### config.mk
export PLATFORM = sky130hd
export DESIGN_NAME = exc_ctrl
export DESIGN_NICKNAME = d
export VERILOG_FILES = /design/src/rtl/cp0_pkg.sv /design/src/rtl/cp0_timer.sv /design/src/rtl/exc_ctrl.sv
export SDC_FILE = /design/constraint.sdc
export NUM_CORES = 1
export LEC_CHECK = 0
export BUFFER_PORTS_ARGS = -buffer_cell sky130_fd_sc_hd__buf_2
export CAP_MARGIN = 15
export CORE_MARGIN = 2
export CORE_UTILIZATION = 35
export DETAILED_ROUTE_END_ITERATION = 7
export HOLD_SLACK_MARGIN = 0.03
export PLACE_DENSITY = 0.57
export SYNTH_ARGS = -nofsm -noshare
export SYNTH_HDL_FRONTEND = slang
export SYNTH_HIERARCHICAL = 1
export SYNTH_SLANG_ARGS = --single-unit
### constraint.sdc
create_clock -name clk -period 3.85 [get_ports clk]
set_input_delay 0 -clock clk [delete_from_list [all_inputs] [get_ports clk]]
set_output_delay 0 -clock clk [all_outputs]
set_load 0.03 [all_outputs]
### src/rtl/cp0_pkg.sv
// Shared CP0 definitions: register numbers, exception codes, field positions and FSM states.
// No logic; constants only.
// Not applicable (no handshakes).
package cp0_pkg;

   // CP0 register numbers
   localparam logic [4:0] CP0_COUNT   = 5'd9;
   localparam logic [4:0] CP0_COMPARE = 5'd11;
   localparam logic [4:0] CP0_STATUS  = 5'd12;
   localparam logic [4:0] CP0_CAUSE   = 5'd13;
   localparam logic [4:0] CP0_EPC     = 5'd14;

   // Cause.ExcCode values
   localparam logic [4:0] EXC_INT = 5'd0;
   localparam logic [4:0] EXC_SYS = 5'd8;
   localparam logic [4:0] EXC_RI  = 5'd10;
   localparam logic [4:0] EXC_OV  = 5'd12;

   // Status / Cause field positions
   localparam int ST_IE_BIT   = 0;
   localparam int ST_EXL_BIT  = 1;
   localparam int ST_IM_LSB   = 8;
   localparam int CA_EXC_LSB  = 2;
   localparam int CA_IP_LSB   = 8;
   localparam int IP_TIMER    = 7;   // index within the 8-bit IP field (Cause bit 15)
   localparam int IP_HW_LSB   = 2;   // irq[0] lands at IP[2] (Cause bit 10)

   typedef enum logic {
      S_IDLE  = 1'b0,
      S_REDIR = 1'b1
   } exc_state_t;

endpackage

### src/rtl/cp0_timer.sv
// Count/Compare pair with the timer-pending bit (Cause.IP[15]).
// Count increments every cycle; writes take effect at the next edge.
// No backpressure; always accepts writes.
module cp0_timer
   import cp0_pkg::*;
(
   input  logic        clk,
   input  logic        rst,
   input  logic        count_we,
   input  logic        compare_we,
   input  logic [31:0] wdata,
   output logic [31:0] count,
   output logic [31:0] compare,
   output logic        timer_pend
);

   logic [31:0] count_q, count_d;
   logic [31:0] compare_q, compare_d;
   logic        pend_q, pend_d;

   // Next state: a Count write overrides the increment; a Compare write clears the pending bit.
   always_comb begin
      count_d   = count_we ? wdata : count_q + 32'd1;
      compare_d = compare_we ? wdata : compare_q;
      pend_d    = pend_q;
      if (compare_we)
         pend_d = 1'b0;
      else if (!count_we && (count_d == compare_q))
         pend_d = 1'b1;
   end

   // Timer state registers
   always_ff @(posedge clk or posedge rst) begin
      if (rst) begin
         count_q   <= '0;
         compare_q <= '0;
         pend_q    <= 1'b0;
      end else begin
         count_q   <= count_d;
         compare_q <= compare_d;
         pend_q    <= pend_d;
      end
   end

   assign count      = count_q;
   assign compare    = compare_q;
   assign timer_pend = pend_q;

endmodule

### src/rtl/exc_ctrl.sv
// CP0 register file plus exception/interrupt take, flush and PC-redirect sequencing.
// flush is combinational in the take cycle; redirect follows one cycle later (2-cycle penalty).
// No backpressure; take conditions are ignored while a redirect is in flight.
module exc_ctrl
   import cp0_pkg::*;
#(
   parameter logic [31:0] EXC_VECTOR = 32'h0000_0040,
   parameter int          NUM_IRQ    = 5
) (
   input  logic               clk,
   input  logic               rst,
   input  logic               mem_valid,
   input  logic [31:0]        mem_pc,
   input  logic               mem_syscall,
   input  logic               mem_unknown,
   input  logic               mem_ovf,
   input  logic               mem_eret,
   input  logic [NUM_IRQ-1:0] irq,
   input  logic               cp0_we,
   input  logic [4:0]         cp0_waddr,
   input  logic [31:0]        cp0_wdata,
   input  logic [4:0]         cp0_raddr,
   output logic [31:0]        cp0_rdata,
   output logic               flush,
   output logic               redirect,
   output logic [31:0]        redirect_pc,
   output logic [31:0]        epc
);

   exc_state_t         state_q, state_d;
   logic               ie_q, ie_d;
   logic               exl_q, exl_d;
   logic [7:0]         im_q, im_d;
   logic [4:0]         exc_code_q, exc_code_d;
   logic [1:0]         ip_sw_q, ip_sw_d;
   logic [NUM_IRQ-1:0] irq_q;
   logic [31:0]        epc_q, epc_d;
   logic [31:0]        target_q, target_d;

   logic [31:0] count, compare;
   logic        timer_pend;
   logic [4:0]  ip_hw;
   logic [7:0]  ip;
   logic        exc_hit, irq_hit, take, eret_go, wr_ok;
   logic [4:0]  code;
   logic [31:0] status_rd, cause_rd;

   // Assemble the IP field and the readable Status/Cause images
   always_comb begin
      ip_hw                = '0;
      ip_hw[NUM_IRQ-1:0]   = irq_q;
      ip                   = {timer_pend, ip_hw, ip_sw_q};
      status_rd            = '0;
      status_rd[ST_IE_BIT] = ie_q;
      status_rd[ST_EXL_BIT] = exl_q;
      status_rd[ST_IM_LSB +: 8] = im_q;
      cause_rd             = '0;
      cause_rd[CA_EXC_LSB +: 5] = exc_code_q;
      cause_rd[CA_IP_LSB +: 8]  = ip;
   end

   // Take decision and prioritised exception code
   always_comb begin
      exc_hit = mem_unknown | mem_syscall | mem_ovf;
      irq_hit = ie_q & ~exl_q & (|(ip & im_q));
      take    = 1'b0;
      eret_go = 1'b0;
      if (state_q == S_IDLE && mem_valid) begin
         take    = exc_hit | (~mem_eret & irq_hit);
         eret_go = ~exc_hit & mem_eret;
      end
      if (mem_unknown)      code = EXC_RI;
      else if (mem_syscall) code = EXC_SYS;
      else if (mem_ovf)     code = EXC_OV;
      else                  code = EXC_INT;
      // The instruction issuing the write is squashed by a take
      wr_ok = cp0_we & ~take;
   end

   // Next-state: mtc0 updates, then take/eret updates with priority, plus FSM
   always_comb begin
      state_d    = state_q;
      ie_d       = ie_q;
      exl_d      = exl_q;
      im_d       = im_q;
      exc_code_d = exc_code_q;
      ip_sw_d    = ip_sw_q;
      epc_d      = epc_q;
      target_d   = target_q;
      if (wr_ok) begin
         case (cp0_waddr)
            CP0_STATUS: begin
               ie_d  = cp0_wdata[ST_IE_BIT];
               exl_d = cp0_wdata[ST_EXL_BIT];
               im_d  = cp0_wdata[ST_IM_LSB +: 8];
            end
            CP0_CAUSE: ip_sw_d = cp0_wdata[CA_IP_LSB +: 2];
            CP0_EPC:   epc_d   = cp0_wdata;
            default: ;
         endcase
      end
      case (state_q)
         S_IDLE: begin
            if (take) begin
               epc_d      = mem_pc;
               exc_code_d = code;
               exl_d      = 1'b1;
               target_d   = EXC_VECTOR;
               state_d    = S_REDIR;
            end else if (eret_go) begin
               exl_d    = 1'b0;
               target_d = epc_q;
               state_d  = S_REDIR;
            end
         end
         default: state_d = S_IDLE;
      endcase
      flush    = take | eret_go | (state_q == S_REDIR);
      redirect = (state_q == S_REDIR);
   end

   // CP0, interrupt sampling and FSM state registers
   always_ff @(posedge clk or posedge rst) begin
      if (rst) begin
         state_q    <= S_IDLE;
         ie_q       <= 1'b0;
         exl_q      <= 1'b0;
         im_q       <= '0;
         exc_code_q <= '0;
         ip_sw_q    <= '0;
         irq_q      <= '0;
         epc_q      <= '0;
         target_q   <= '0;
      end else begin
         state_q    <= state_d;
         ie_q       <= ie_d;
         exl_q      <= exl_d;
         im_q       <= im_d;
         exc_code_q <= exc_code_d;
         ip_sw_q    <= ip_sw_d;
         irq_q      <= irq;
         epc_q      <= epc_d;
         target_q   <= target_d;
      end
   end

   cp0_timer u_timer (
      .clk        (clk),
      .rst        (rst),
      .count_we   (wr_ok && cp0_waddr == CP0_COUNT),
      .compare_we (wr_ok && cp0_waddr == CP0_COMPARE),
      .wdata      (cp0_wdata),
      .count      (count),
      .compare    (compare),
      .timer_pend (timer_pend)
   );

   // mfc0 read mux; reads pre-edge register values, no write bypass
   always_comb begin
      case (cp0_raddr)
         CP0_COUNT:   cp0_rdata = count;
         CP0_COMPARE: cp0_rdata = compare;
         CP0_STATUS:  cp0_rdata = status_rd;
         CP0_CAUSE:   cp0_rdata = cause_rd;
         CP0_EPC:     cp0_rdata = epc_q;
         default:     cp0_rdata = '0;
      endcase
   end

   assign redirect_pc = target_q;
   assign epc         = epc_q;

endmodule

==> metrics.txt <==
number of global-route vias before repair 7879; P&R area growth vs syn 32.41%; Detailed Routing Iterations Pass 1 7; pre-CTS WS 0.4952 ns; cells along the critical path a22oi_2, and4_1, o21ai_2, nor4_2, buf_4, nand2_1, o21ai_0, xor2_1, nor4_1, nand4_1, nor4b_2, nand4_1, o32ai_2; first-pass GRT wire length 46.06 mm; average size of a mapped cell 10.52 um2; Post-DP HPWL 21.32 mm; Post-CTS Repair Setup Buffers 0; PwrDens 497.4 nW/um2; crit share post-route 88.01%; logic gate share of total power 29.6%; total CTS buffers 17; Max Freq 295.1 MHz; largest cells by area after synthesis dfrtp_1, mux2_2, nand2_1, mux2_4, a222oi_1; detailed-route via count 7786; CTS tree built; largest family of logic cells by synthesized area simple AND/OR/NAND/NOR gates; Compound-Gate Fraction of Synth Area 14.03%; DR WL/cell 20.71 um; root buf cell clkbuf_16; Post-Route WL 29.70 mm; Reg clk slew, reported paths 0.07 ns; Worst-Margin Slew 1.150 ns; antenna cells 0; reg2reg path depth 13; Lkg Pwr 5.306 nW; number of cells on the worst hold path 4; post-synthesis cell type count 86; H-tree depth 4; sequential-to-total area share from yosys stat 43.21%; Post-synth top cells dfrtp_1, nand2_1, mux2_2, a21oi_1, inv_1; Mapped Cells 826; die span in x 161.5 um; post-route ant nets 0; top cell type's share of synthesized area 43.21%; Synth async-reset ratio 100.0%; net count after synthesis 914; largest net degree at the start of global routing 64; # DRC 0; r2r setup slk 0.46 ns; Mapped Area 8687 um2; clk sinks 150; Period minus WS final 3.388 ns; clock share of power 30.3%; net switching power 2.167 mW; GP Congestion 0.9346; hold_ws 0.06930 ns; Post-synth top flop dfrtp_1; Crit path arrival time 3.72 ns; Worst IR Drop VDD 0.2928 mV; Clock Path Buffers 2; post-synthesis simple-gate area fraction 15.61%; Synth Area in XOR/XNOR 6.150%; num rows 57; CP max stage delay 0.44 ns; Area after DPL 9903 um2; initial DRC count 584; layout cells sized above 1 34.59%; Worst Path Max Fanout 12; Power Internal 3.554 mW; initial core utilization 35.72%; Worst Hold Class in2reg; final setup violation count 0; skew final 0.01541 ns; vias per inst 5.430; Sequential Power Share 40.1%; post-synth top area cell dfrtp_1; max_slew headroom 23.13%; Placeable Area 24320 um2; Fill cells 2299; initial antenna violation count 0; Hold Vio Cnt, Final 0; total of max-cap violations 0; Sw Ratio 37.87%; Global Route Usage Sum 22.82%; clk_lat worst skew 0.44 ns; fin area 11500 um2; launching element type of the critical path flop; Die Span Y 161.5 um; port bufs 184; hold-fix buffers at CTS 98; Die Footprint 26100 um2; Post-synth EDFFs 0; unrepaired setup endpoints after global routing false; overall power after layout 5.721 mW; Resize count post-CTS 0; proportion of synthesized area in mux cells 15.45%; top-count cell post-synth dfrtp_1; Crit Path Class reg2reg; I/O Pins 185; Fin Setup TNS 0 ns; Final Slew Violations 0; status complete, no violations; Req. time, crit path 4.18 ns; Synth Register Bits 150; Final Worst Setup Slack 0.4617 ns; Adder-Cell Fraction of Synth Area 0.1440%; most used cell, CP nand4_1; synth warn 6; slowest CP cell dfrtp_1; layout net count 1185; critical path capture point type flop; grt ovf 0
[kinds of logic (layout without fill, tap and decap cells)]
logic type	after synthesis	after routing
simple gates	247	247
mux	111	111
fa+ha+maj	1	1
xor+xnor	61	61
flops	150	150
compound gates	165	165
buf+inv	91	375
[registers in the layout, indices dropped and copies added (netlist names)]
name / count
u_timer/timer_pend: 1
exc_code_q: 3
redirect_pc: 32
im_q: 8
exl_q: 1
epc: 32
u_timer/compare: 32
ip_sw_q: 2
redirect: 1
u_timer/count: 32
ip_hw: 5
ie_q: 1
[final timing paths]
check / start / endpoint
setup / recovery: u_timer/timer_pend$_DFFE_PP0P_ / u_timer/timer_pend$_DFFE_PP0P_
hold / removal: cp0_waddr[0] / exl_q$_DFF_PP0_
setup reg to reg: u_timer/timer_pend$_DFFE_PP0P_ / u_timer/timer_pend$_DFFE_PP0P_
hold reg to reg: exc_code_q[3]$_DFFE_PP0P_ / exc_code_q[3]$_DFFE_PP0P_
max in group asynchronous: rst / u_timer/compare[2]$_DFFE_PP0P_
min in group asynchronous: rst / im_q[3]$_DFFE_PP0P_
[worst max-delay path, delay by kind of cell (launching register included)]
family                    cells  cell delay (ns)
buffers and inverters         1             0.25
and+or+nand+nor               7             1.76
AOI/OAI and AO/OA             4             0.71
xor gates and xnor gates      1             0.12
DFF                           1             0.44
[cell usage in the layout, fill, tap and decap left out, types with 6 or more instances in the layout]
master	synthesis	routed
mux2_4	26	26
dfrtp_1	150	150
clkbuf_16	0	17
dlygate4sd3_1	0	98
xnor2_1	31	31
a22oi_1	18	18
nand3_1	12	12
a21oi_1	40	40
nor4_1	7	6
a222oi_1	28	28
nor3_1	14	14
nand4_1	15	15
o21ai_0	34	34
mux2_2	77	77
buf_4	8	22
buf_2	11	184
inv_1	38	36
xor2_1	30	30
nor2_1	22	22
inv_6	0	6
nand2_1	124	124
[power groups by stage]
stage	sequential, mW	clock, mW	combinational, mW
floorplan	2.26	0	1.08
global placement	2.31	0	1.54
detailed placement	2.32	0	1.54
CTS	2.29	1.78	1.68
global route	2.34	1.84	1.82
finish	2.29	1.74	1.69
[stage by stage]
| stage | cells | util, % |
|---|---|---|
| 2_1_floorplan | 826 | - |
| 4_1_cts | 1433 | 47.27 |
| 5_1_grt | 1434 | 47.30 |
| 6_report | 1434 | 47.30 |
| 3_3_place_gp | 1303 | 40.72 |
| 3_5_place_dp | 1303 | 40.72 |
[cell type report]
| cell class | instances | area (um2) | area share, % |
|---|---|---|---|
| multi-input cells | 585 | 4502 | 39.14 |
| clock inverters | 15 | 185.2 | 1.610 |
| repair buffers | 305 | 2087 | 18.14 |
| flip-flops and latches | 150 | 3754 | 32.63 |
| inverters | 38 | 143.9 | 1.251 |
| clock buffers | 17 | 425.4 | 3.698 |
| well taps | 324 | 405.4 | 3.524 |
[metal layers]
metal,up-vias,share of wire [%],GRT usage [%]
li1,3561,-,-
met1,3889,44,30.79
met2,305,48,37.41
met3,31,6.1,4.237
met4,0,1.7,6.696
met5,-,0,0
Note: power is estimated with default switching activity, not from simulation.
